==> src/rtl/vga_stream_monitor_if.sv <==
// Bundles the observed VGA stream, the probe coordinates and the per-frame results
// so that the monitor and its stimulus source share one set of signal definitions.
interface vga_stream_monitor_if;
    logic        iHS;
    logic        iVS;
    logic        iBLANK_n;
    logic [7:0]  iB_data;
    logic [7:0]  iG_data;
    logic [7:0]  iR_data;
    logic [9:0]  iProbeX;
    logic [8:0]  iProbeY;

    logic        oFrameDone;
    logic [10:0] oActiveWidth;
    logic [9:0]  oActiveLines;
    logic [9:0]  oLineTotal;
    logic [31:0] oChecksum;
    logic [23:0] oProbeColor;
    logic        oFrameOk;
    logic        oLocked;
    logic [7:0]  oErrCount;

    modport master (
        output iHS, iVS, iBLANK_n, iB_data, iG_data, iR_data, iProbeX, iProbeY,
        input  oFrameDone, oActiveWidth, oActiveLines, oLineTotal, oChecksum,
               oProbeColor, oFrameOk, oLocked, oErrCount
    );

    modport slave (
        input  iHS, iVS, iBLANK_n, iB_data, iG_data, iR_data, iProbeX, iProbeY,
        output oFrameDone, oActiveWidth, oActiveLines, oLineTotal, oChecksum,
               oProbeColor, oFrameOk, oLocked, oErrCount
    );
endinterface

==> src/rtl/vga_stream_monitor.sv <==
// Passive VGA stream checker: recovers active geometry between VS falls, checksums the
// active pixels, samples one probe pixel and tracks lock / error statistics per frame.
module vga_stream_monitor #(
    parameter int unsigned EXP_H_ACTIVE = 640,
    parameter int unsigned EXP_V_ACTIVE = 480,
    parameter int unsigned LOCK_FRAMES  = 2
) (
    input logic                 iVGA_CLK,
    input logic                 iRST_n,
    vga_stream_monitor_if.slave bus
);

    typedef enum logic [0:0] {StSeek, StFrame} state_e;

    state_e state_q, state_d;

    // Input stage plus one-deep history for edge detection
    logic        hs_q, hs_prev_q, vs_q, vs_prev_q, blank_q, blank_prev_q;
    logic [23:0] pix_q;
    logic [9:0]  probe_x_in_q;
    logic [8:0]  probe_y_in_q;

    // Per-frame accumulators
    logic [10:0] x_q, x_d, first_w_q, first_w_d;
    logic [9:0]  y_q, y_d, lines_q, lines_d;
    logic [31:0] sum_q, sum_d;
    logic        first_seen_q, first_seen_d, line_err_q, line_err_d;
    logic [9:0]  probe_x_q, probe_x_d;
    logic [8:0]  probe_y_q, probe_y_d;
    logic [23:0] probe_pix_q, probe_pix_d;

    // Values including the current cycle, before any frame re-open
    logic [10:0] x_acc, first_w_acc;
    logic [9:0]  y_acc, lines_acc;
    logic [31:0] sum_acc;
    logic        first_seen_acc, line_err_acc;
    logic [23:0] probe_pix_acc;

    logic [7:0]  good_cnt_q, good_cnt_d, err_cnt_q, err_cnt_d;
    logic        frame_done_q, frame_ok_q, frame_ok_d, locked_q, locked_d;
    logic [10:0] out_width_q;
    logic [9:0]  out_lines_q, out_total_q;
    logic [31:0] out_sum_q;
    logic [23:0] out_probe_q;

    logic hs_fall, vs_fall, active_end, probe_hit, open_frame, close_frame, good_frame;

    assign hs_fall    = hs_prev_q & ~hs_q;
    assign vs_fall    = vs_prev_q & ~vs_q;
    assign active_end = blank_prev_q & ~blank_q;

    always_comb begin
        state_d     = state_q;
        open_frame  = 1'b0;
        close_frame = 1'b0;
        unique case (state_q)
            StSeek: begin
                if (vs_fall) begin
                    state_d    = StFrame;
                    open_frame = 1'b1;
                end
            end
            StFrame: begin
                if (vs_fall) begin
                    open_frame  = 1'b1;
                    close_frame = 1'b1;
                end
            end
            default: state_d = StSeek;
        endcase
    end

    always_comb begin
        x_acc = x_q;
        if (hs_fall) begin
            x_acc = '0;
        end else if (blank_q && x_q != '1) begin
            x_acc = x_q + 11'd1;
        end
        y_acc     = (active_end && y_q != '1) ? y_q + 10'd1 : y_q;
        lines_acc = (hs_fall && lines_q != '1) ? lines_q + 10'd1 : lines_q;
        sum_acc   = blank_q ? sum_q + {8'd0, pix_q} : sum_q;

        first_w_acc    = first_w_q;
        first_seen_acc = first_seen_q;
        line_err_acc   = line_err_q;
        if (active_end) begin
            if (!first_seen_q) begin
                first_w_acc    = x_q;
                first_seen_acc = 1'b1;
            end else if (x_q != first_w_q) begin
                line_err_acc = 1'b1;
            end
        end

        probe_hit     = blank_q && (x_q == {1'b0, probe_x_q}) && (y_q == {1'b0, probe_y_q});
        probe_pix_acc = probe_hit ? pix_q : probe_pix_q;

        good_frame = (first_w_acc == 11'(EXP_H_ACTIVE)) && (y_acc == 10'(EXP_V_ACTIVE)) &&
                     (y_acc != '0) && !line_err_acc;
    end

    always_comb begin
        x_d          = x_acc;
        y_d          = y_acc;
        lines_d      = lines_acc;
        sum_d        = sum_acc;
        first_w_d    = first_w_acc;
        first_seen_d = first_seen_acc;
        line_err_d   = line_err_acc;
        probe_pix_d  = probe_pix_acc;
        probe_x_d    = probe_x_q;
        probe_y_d    = probe_y_q;
        if (open_frame) begin
            x_d          = '0;
            y_d          = '0;
            lines_d      = '0;
            sum_d        = '0;
            first_w_d    = '0;
            first_seen_d = 1'b0;
            line_err_d   = 1'b0;
            probe_pix_d  = '0;
            probe_x_d    = probe_x_in_q;
            probe_y_d    = probe_y_in_q;
        end

        good_cnt_d = good_cnt_q;
        err_cnt_d  = err_cnt_q;
        frame_ok_d = frame_ok_q;
        locked_d   = locked_q;
        if (close_frame) begin
            frame_ok_d = good_frame;
            if (good_frame) begin
                good_cnt_d = (good_cnt_q != '1) ? good_cnt_q + 8'd1 : good_cnt_q;
                locked_d   = (good_cnt_d >= 8'(LOCK_FRAMES));
            end else begin
                good_cnt_d = '0;
                locked_d   = 1'b0;
                err_cnt_d  = (err_cnt_q != '1) ? err_cnt_q + 8'd1 : err_cnt_q;
            end
        end
    end

    always_ff @(posedge iVGA_CLK or negedge iRST_n) begin
        if (!iRST_n) begin
            state_q      <= StSeek;
            hs_q         <= 1'b0;
            hs_prev_q    <= 1'b0;
            vs_q         <= 1'b0;
            vs_prev_q    <= 1'b0;
            blank_q      <= 1'b0;
            blank_prev_q <= 1'b0;
            pix_q        <= '0;
            probe_x_in_q <= '0;
            probe_y_in_q <= '0;
            x_q          <= '0;
            y_q          <= '0;
            lines_q      <= '0;
            sum_q        <= '0;
            first_w_q    <= '0;
            first_seen_q <= 1'b0;
            line_err_q   <= 1'b0;
            probe_x_q    <= '0;
            probe_y_q    <= '0;
            probe_pix_q  <= '0;
            good_cnt_q   <= '0;
            err_cnt_q    <= '0;
            frame_done_q <= 1'b0;
            frame_ok_q   <= 1'b0;
            locked_q     <= 1'b0;
            out_width_q  <= '0;
            out_lines_q  <= '0;
            out_total_q  <= '0;
            out_sum_q    <= '0;
            out_probe_q  <= '0;
        end else begin
            state_q      <= state_d;
            hs_q         <= bus.iHS;
            hs_prev_q    <= hs_q;
            vs_q         <= bus.iVS;
            vs_prev_q    <= vs_q;
            blank_q      <= bus.iBLANK_n;
            blank_prev_q <= blank_q;
            pix_q        <= {bus.iB_data, bus.iG_data, bus.iR_data};
            probe_x_in_q <= bus.iProbeX;
            probe_y_in_q <= bus.iProbeY;
            x_q          <= x_d;
            y_q          <= y_d;
            lines_q      <= lines_d;
            sum_q        <= sum_d;
            first_w_q    <= first_w_d;
            first_seen_q <= first_seen_d;
            line_err_q   <= line_err_d;
            probe_x_q    <= probe_x_d;
            probe_y_q    <= probe_y_d;
            probe_pix_q  <= probe_pix_d;
            good_cnt_q   <= good_cnt_d;
            err_cnt_q    <= err_cnt_d;
            frame_done_q <= close_frame;
            frame_ok_q   <= frame_ok_d;
            locked_q     <= locked_d;
            if (close_frame) begin
                out_width_q <= first_w_acc;
                out_lines_q <= y_acc;
                out_total_q <= lines_acc;
                out_sum_q   <= sum_acc;
                out_probe_q <= probe_pix_acc;
            end
        end
    end

    assign bus.oFrameDone   = frame_done_q;
    assign bus.oActiveWidth = out_width_q;
    assign bus.oActiveLines = out_lines_q;
    assign bus.oLineTotal   = out_total_q;
    assign bus.oChecksum    = out_sum_q;
    assign bus.oProbeColor  = out_probe_q;
    assign bus.oFrameOk     = frame_ok_q;
    assign bus.oLocked      = locked_q;
    assign bus.oErrCount    = err_cnt_q;

endmodule

==> src/flat_wrapper.sv <==
// flat-port wrapper written by rule: the top's interface ports become plain ports
module vga_stream_monitor_flat 
#(
    parameter int unsigned EXP_H_ACTIVE = 640,
    parameter int unsigned EXP_V_ACTIVE = 480,
    parameter int unsigned LOCK_FRAMES  = 2
)
  (iVGA_CLK, iRST_n, bus_iHS, bus_iVS, bus_iBLANK_n, bus_iB_data, bus_iG_data, bus_iR_data, bus_iProbeX, bus_iProbeY, bus_oFrameDone, bus_oActiveWidth, bus_oActiveLines, bus_oLineTotal, bus_oChecksum, bus_oProbeColor, bus_oFrameOk, bus_oLocked, bus_oErrCount);
  vga_stream_monitor_if bus_i ();
  input logic iVGA_CLK;
  input logic iRST_n;
  input wire logic [$bits(bus_i.iHS)-1:0] bus_iHS;
  input wire logic [$bits(bus_i.iVS)-1:0] bus_iVS;
  input wire logic [$bits(bus_i.iBLANK_n)-1:0] bus_iBLANK_n;
  input wire logic [$bits(bus_i.iB_data)-1:0] bus_iB_data;
  input wire logic [$bits(bus_i.iG_data)-1:0] bus_iG_data;
  input wire logic [$bits(bus_i.iR_data)-1:0] bus_iR_data;
  input wire logic [$bits(bus_i.iProbeX)-1:0] bus_iProbeX;
  input wire logic [$bits(bus_i.iProbeY)-1:0] bus_iProbeY;
  output wire logic [$bits(bus_i.oFrameDone)-1:0] bus_oFrameDone;
  output wire logic [$bits(bus_i.oActiveWidth)-1:0] bus_oActiveWidth;
  output wire logic [$bits(bus_i.oActiveLines)-1:0] bus_oActiveLines;
  output wire logic [$bits(bus_i.oLineTotal)-1:0] bus_oLineTotal;
  output wire logic [$bits(bus_i.oChecksum)-1:0] bus_oChecksum;
  output wire logic [$bits(bus_i.oProbeColor)-1:0] bus_oProbeColor;
  output wire logic [$bits(bus_i.oFrameOk)-1:0] bus_oFrameOk;
  output wire logic [$bits(bus_i.oLocked)-1:0] bus_oLocked;
  output wire logic [$bits(bus_i.oErrCount)-1:0] bus_oErrCount;
  assign bus_i.iHS = bus_iHS;
  assign bus_i.iVS = bus_iVS;
  assign bus_i.iBLANK_n = bus_iBLANK_n;
  assign bus_i.iB_data = bus_iB_data;
  assign bus_i.iG_data = bus_iG_data;
  assign bus_i.iR_data = bus_iR_data;
  assign bus_i.iProbeX = bus_iProbeX;
  assign bus_i.iProbeY = bus_iProbeY;
  assign bus_oFrameDone = bus_i.oFrameDone;
  assign bus_oActiveWidth = bus_i.oActiveWidth;
  assign bus_oActiveLines = bus_i.oActiveLines;
  assign bus_oLineTotal = bus_i.oLineTotal;
  assign bus_oChecksum = bus_i.oChecksum;
  assign bus_oProbeColor = bus_i.oProbeColor;
  assign bus_oFrameOk = bus_i.oFrameOk;
  assign bus_oLocked = bus_i.oLocked;
  assign bus_oErrCount = bus_i.oErrCount;
  vga_stream_monitor #(.EXP_H_ACTIVE(EXP_H_ACTIVE), .EXP_V_ACTIVE(EXP_V_ACTIVE), .LOCK_FRAMES(LOCK_FRAMES)) u_core (.iVGA_CLK(iVGA_CLK), .iRST_n(iRST_n), .bus(bus_i));
endmodule
==> config.mk <==
export PLATFORM = sky130hd
export DESIGN_NAME = vga_stream_monitor_flat
export DESIGN_NICKNAME = d
export VERILOG_FILES = /design/src/rtl/vga_stream_monitor_if.sv /design/src/rtl/vga_stream_monitor.sv /design/src/flat_wrapper.sv
export SDC_FILE = /design/constraint.sdc
export NUM_CORES = 1
export LEC_CHECK = 0
export CORE_ASPECT_RATIO = 1.25
export CORE_MARGIN = 1.5
export CORE_UTILIZATION = 55
export CTS_CLUSTER_DIAMETER = 30
export CTS_CLUSTER_SIZE = 8
export DETAILED_ROUTE_END_ITERATION = 8
export PLACE_DENSITY = 0.9
export SETUP_SLACK_MARGIN = 0.3
export SLEW_MARGIN = 20
export SYNTH_ARGS = -nofsm -noshare
export SYNTH_HDL_FRONTEND = slang
export SYNTH_SLANG_ARGS = --single-unit
==> constraint.sdc <==
create_clock -name iVGA_CLK -period 3.8 [get_ports iVGA_CLK]
set_clock_uncertainty 0.05 [all_clocks]
set_input_delay 0.76 -clock iVGA_CLK [delete_from_list [all_inputs] [get_ports iVGA_CLK]]
set_output_delay 0.76 -clock iVGA_CLK [all_outputs]
set_load 0.01 [all_outputs]
-- Yosys cells after proc, flatten, opt, wreduce, memory -nomap -nowiden
Cells that the tools add are included.
W data, S select, Z words.
- $add $sub $neg: 6
- magnitude comparators: 1
- eq/ne operators: 10
- muxes and demuxes: 26
- bitwise logic cells: 7
- reduce and logical (&&, ||, !) cells: 13
- operators by type and width (operator ; number):
    $mux W11 ; 6
    $mux W32 ; 2
    $mux W24 ; 2
    $mux W10 ; 4
    $add A32 B24 Y32 ; 1
    $add A10 B1 Y10 const B ; 2
    $ne A10 B10 Y1 const B ; 2
    $add A8 B1 Y8 const B ; 2
    $mux W8 ; 2
    $ne A8 B8 Y1 const B ; 2
    $add A11 B1 Y11 const B ; 1
    $eq A11 B10 Y1 ; 1
    $eq A11 B10 Y1 const B ; 1
    $ne A11 B11 Y1 ; 1
    $ne A11 B11 Y1 const B ; 1
    $eq A10 B9 Y1 ; 1
    $eq A10 B9 Y1 const B ; 1
    $mux W1 ; 10
    $reduce_bool A10 Y1 ; 1
    $ge A8 B2 Y1 const B ; 1
    $logic_and A1 B1 Y1 ; 8
    $not A1 Y1 ; 4
    $and A1 B1 Y1 ; 3
    $reduce_and A3 Y1 ; 1
    3 further kinds ; 3
- register bits after elaboration: 275
- bits of input ports: 48
- output and inout bits: 98
- logic and storage cells: 93

-- Depth between registers and ports, before layout
- word-level depth: 10
- gate-level depth with buffers: 12
- mapped depth without buffers: 11

-- Least setup slack after synthesis
No wires, ideal clock.
- path type: flip-flop to flip-flop
- from: register u_core.y_q[0]
- to: register u_core.err_cnt_q[1] (netlist: u_core.bus.oErrCount[1])
- library setup time: 0.125 ns
- data arrival time: 2.990 ns
- required time: 3.625 ns
- path slack: 0.635 ns
- cell stages (with the launch flop): 11
- path buffers: 2
- clock period less this slack: 3.165 ns
- cell sequence: dfrtp_1 > ha_1 > nand2_2 > o41a_1 > buf_6 > or3_1 > a2111o_1 > or4b_1 > buf_2 > and3_4 > mux2_4
- word-level cells in the longest chain between the ends: 9
- elaborated cells on any way between the ends: 11
- classes of those cells: add/sub: 1; eq/ne: 2; mux: 1; bitwise: 1; reduce/logical: 6
- ends and longest elaborated chain (what ; line ; text):
    from (decl) ; vga_stream_monitor.sv:25 ; logic [9:0] y_q, y_d, lines_q, lines_d;
    from (signal assigned) ; vga_stream_monitor.sv:188 ; y_q <= y_d;
    parallel branches: the longest is 2 deep, another holds $add A10 B1 Y10 ; - ;
    $mux W10 (*) ; vga_stream_monitor.sv:80 ; y_acc = (active_end && y_q != '1) ? y_q + 10'd1 : y_q;
    $eq A10 B9 Y1 ; vga_stream_monitor.sv:99 ; good_frame = (first_w_acc == 11'(EXP_H_ACTIVE)) && (y_acc == 10'(EXP_V_ACTIVE)) &&
    $logic_and A1 B1 Y1 ; vga_stream_monitor.sv:99 ;
    $logic_and A1 B1 Y1 (*) ; vga_stream_monitor.sv:99 ;
    $logic_and A1 B1 Y1 (*) ; vga_stream_monitor.sv:100 ; (y_acc != '0) && !line_err_acc;
    $not A1 Y1 (no line) (*) ; - ;
    $reduce_and A3 Y1 (no line) (*) ; - ;
    to (signal assigned) ; vga_stream_monitor.sv:198 ; err_cnt_q <= err_cnt_d;
    to (decl) ; vga_stream_monitor.sv:39 ; logic [7:0] good_cnt_q, good_cnt_d, err_cnt_q, err_cnt_d;
Every way passes the cells marked *.
A chain may end at the register's enable or synchronous reset.

-- Worst setup path in the final report
Ends and elaborated chain as after synthesis.

==> results.toml <==
[global_route]
overflow = 0
track_usage_pct = 26.7
grt_pass1_vias = 9862
grt_use_met1_pct = 31.7
grt_pass1_wl_mm = 49.0
use_met3_pct = 5.26
grt_max_degree = 94
grt_antenna_before_repair = 1
top_usage_layer = "met2"
grt_util_met2_pct = 45.8

[clock_tree]
post-cts-setup-buffers = 0
clock_latency_ns = 0.53
cts-resized-gates = 0
cts_hold_buf = 0
h-tree-depth = 2
cts_root_buffer = "clkbuf_16"
clk_path_buf_depth = 3
cts_tree = "yes"
numCtsBuffers = 48
clock-sinks = 275
clk_pin_slew_ns = 0.05

[critical_path]
worstReg2RegEnd = "u_core.bus.oErrCount[1]$_DFFE_PN0P_"
critical_path_required_ns = 4.15
r2r_start = "u_core.y_q[0]$_DFF_PN0_"
startpoint = "u_core.y_q[0]$_DFF_PN0_"
startpoint_type = "flop"
crit_arrival_ns = 3.69
r2r.worst_path.cells = 8
worstSetupPathType = "flop to flop"
r2r_slack_ns = 0.46
cp-end-kind = "flop"
crit_path_max_fanout = 7

[logic_synthesis]
ys_seq_area_share_pct = 56.4
async_flop_share_pct = 100
yosys.area.top_type = "dfrtp_1"
syn_nets = 1282
synth-warning-count = 0
synth_edf_count = 0
synth_top_area_share_pct = 56.4
syn_area_per_cell_um2 = 10.1
netlist_area_um2 = 12200
synth_flop_cell = "dfrtp_1"
ys_seq_elements = 275
synthTopCellsByArea = "dfrtp_1 (56%), nand2_1 (5.7%), nor2_1 (4.4%), mux2i_1 (4.2%), o21ai_0 (3.9%)"
netlist_instances = 1204
ys_types = 64

[outcome]
outcome = "complete, no violations"

[floorplanning]
row_count = 60
pin_count = 146
die_area_um2 = 23100
die_h_um = 169
core-area_um2 = 21600
dieWidth_um = 136
initial_core_util_pct = 56.4

[sta]
fmax_ghz = 0.299
worst_pin_slew_ns = 0.974
slew_violations = 0
hold_ws_ns = 0.121
hold_viol_final = 0
rsz0062_at_grt = "no"
post-route-min-period_ns = 3.34
max_slew_margin_pct = 35.0
finalCritPeriodShare_pct = 87.9
setup_viol = 0
finalSetupTns_ns = 0

[pwr]
irDropWorstVdd_mv = 0.513
p_per_area_nw_per_um2 = 639
p_leak_nw = 7.20

[placement]
place_congestion = 0.878
portBuffers = 145
hpwlAfterDp_mm = 19.1

[finish]
syn_to_final_growth_pct = 26.2
final_cell_mix = "dfrtp_1 (275), nand2_1 (184), clkdlybuf4s50_1 (144)"
layout_commonest_cell = "dfrtp_1"
nets = 1425
final_layout_size_suffix_gt1_share_pct = 7.23

[detailed_routing]
wirelength_mm = 30.2
post_drt_wl_per_cell_um = 18.3
routed_via_density = 5.84
remaining_drc_errors = 0
drt-pass1-iter-count = 6
drt_iter0_drc = 550
vias = 9629
ant_nets = 0

[hold_path]
hold_path.class = "primary input to asynchronous set/reset pin"

[flow_run]
max_cap_viol_count = 0
power breakdown:
part | switching (mW) | internal (mW)
Clock | 1.36 | 2.59
Sequential | 0.292 | 3.30
Combinational | 1.27 | 1.02
Total | 2.93 | 6.91
state kept, by name (all words and copies together), names as in the netlist, 11 cells and up:
signal                   cells
u_core.pix_q                24
u_core.first_w_q            11
u_core.bus.oActiveWidth     11
u_core.probe_pix_q          24
u_core.bus.oChecksum        32
u_core.bus.oProbeColor      24
u_core.x_q                  11
u_core.sum_q                32
cells by family (layout without fill, tap and decap cells):
| kind of cell | Yosys count | after routing | share of synthesized area [%] |
|---|---|---|---|
| muxes | 56 | 56 | 4.68 |
| other | 0 | 1 | 0 |
| buffers and inverters | 84 | 250 | 2.69 |
| DFF | 275 | 275 | 56.4 |
| and+or+nand+nor | 458 | 458 | 16.7 |
| xor gates and xnor gates | 70 | 70 | 5.03 |
| adders and majority gates | 30 | 30 | 3.14 |
| AOI/OAI and AO/OA | 231 | 231 | 11.4 |
Yosys cell counts, types with 2 or more instances:
master / n
buf_1: 3
nor3b_1: 3
o22ai_1: 4
o41ai_1: 3
nor4_1: 14
nor3_1: 16
mux2_2: 3
a21o_1: 14
mux2i_1: 51
and3_1: 8
o311a_1: 2
a31oi_1: 15
inv_1: 18
o311ai_0: 3
nor2b_1: 9
ha_1: 29
nand2b_1: 6
or4_1: 5
nand3b_1: 3
nand3_1: 28
xor2_1: 43
xnor2_1: 27
buf_2: 4
o21ai_0: 96
and2_1: 3
or3_1: 8
a211oi_1: 7
o31a_1: 5
o21bai_1: 3
clkbuf_1: 58
nand2_1: 185
a21oi_1: 50
nor4b_1: 4
o21a_1: 4
or2_2: 3
o31ai_1: 10
dfrtp_1: 275
nor2_1: 143
nand4_1: 14
how the worst max path moves through the flow:
stage	endpoint	slack, ns	cells after the start
2_1_floorplan	u_core.bus.oErrCount[1]$_DFFE_PN0P_	0.63	10
3_3_place_gp	u_core.bus.oErrCount[1]$_DFFE_PN0P_	0.57	8
3_5_place_dp	u_core.bus.oErrCount[1]$_DFFE_PN0P_	0.51	8
4_1_cts	u_core.bus.oErrCount[1]$_DFFE_PN0P_	0.35	8
5_1_grt	u_core.sum_q[30]$_DFF_PN0_	0.33	11
6_report	u_core.bus.oErrCount[1]$_DFFE_PN0P_	0.46	8
layout make-up:
cell class / instances / area (µm²)
Sequential cell: 275 / 6880
Fill cell: 1479 / 6240
Multi-Input combinational cell: 845 / 5020
Timing Repair Buffer: 159 / 1590
Clock buffer: 58 / 1300
Tap cell: 279 / 349
Clock inverter: 15 / 179
Inverter: 18 / 67.6
Antenna cell: 1 / 2.50
layer usage:
layer | share of wire, % | up-vias
li1 | - | 4427
met1 | 38 | 4724
met2 | 51 | 372
met3 | 5.6 | 106
met4 | 4.8 | 0
met5 | 0 | -
metrics by stage:
stage                     instance area, µm²  worst slack (ns)  std cells  util [%]  total power, mW
after global placement                 13900             0.573       1576      64.2             5.73
after floorplan                        12200             0.635       1204         -             4.94
after detailed placement               13900             0.508       1576      64.2             5.82
final                                  15400             0.459       1650      71.2             9.83
after global routing                   15400             0.328       1650      71.2             10.3
after CTS                              15400             0.352       1649      71.1             9.85
critical path, cell delays in order, from the launching register on:
cell and delay [ns]:
dfrtp_1 0.48, ha_1 0.26, nand2_2 0.09, o41a_1 0.45
or3_1 0.33, a2111o_1 0.44, or4b_4 0.57, and3_4 0.23
mux2_4 0.30
Power figures use the tool's default switching activity.
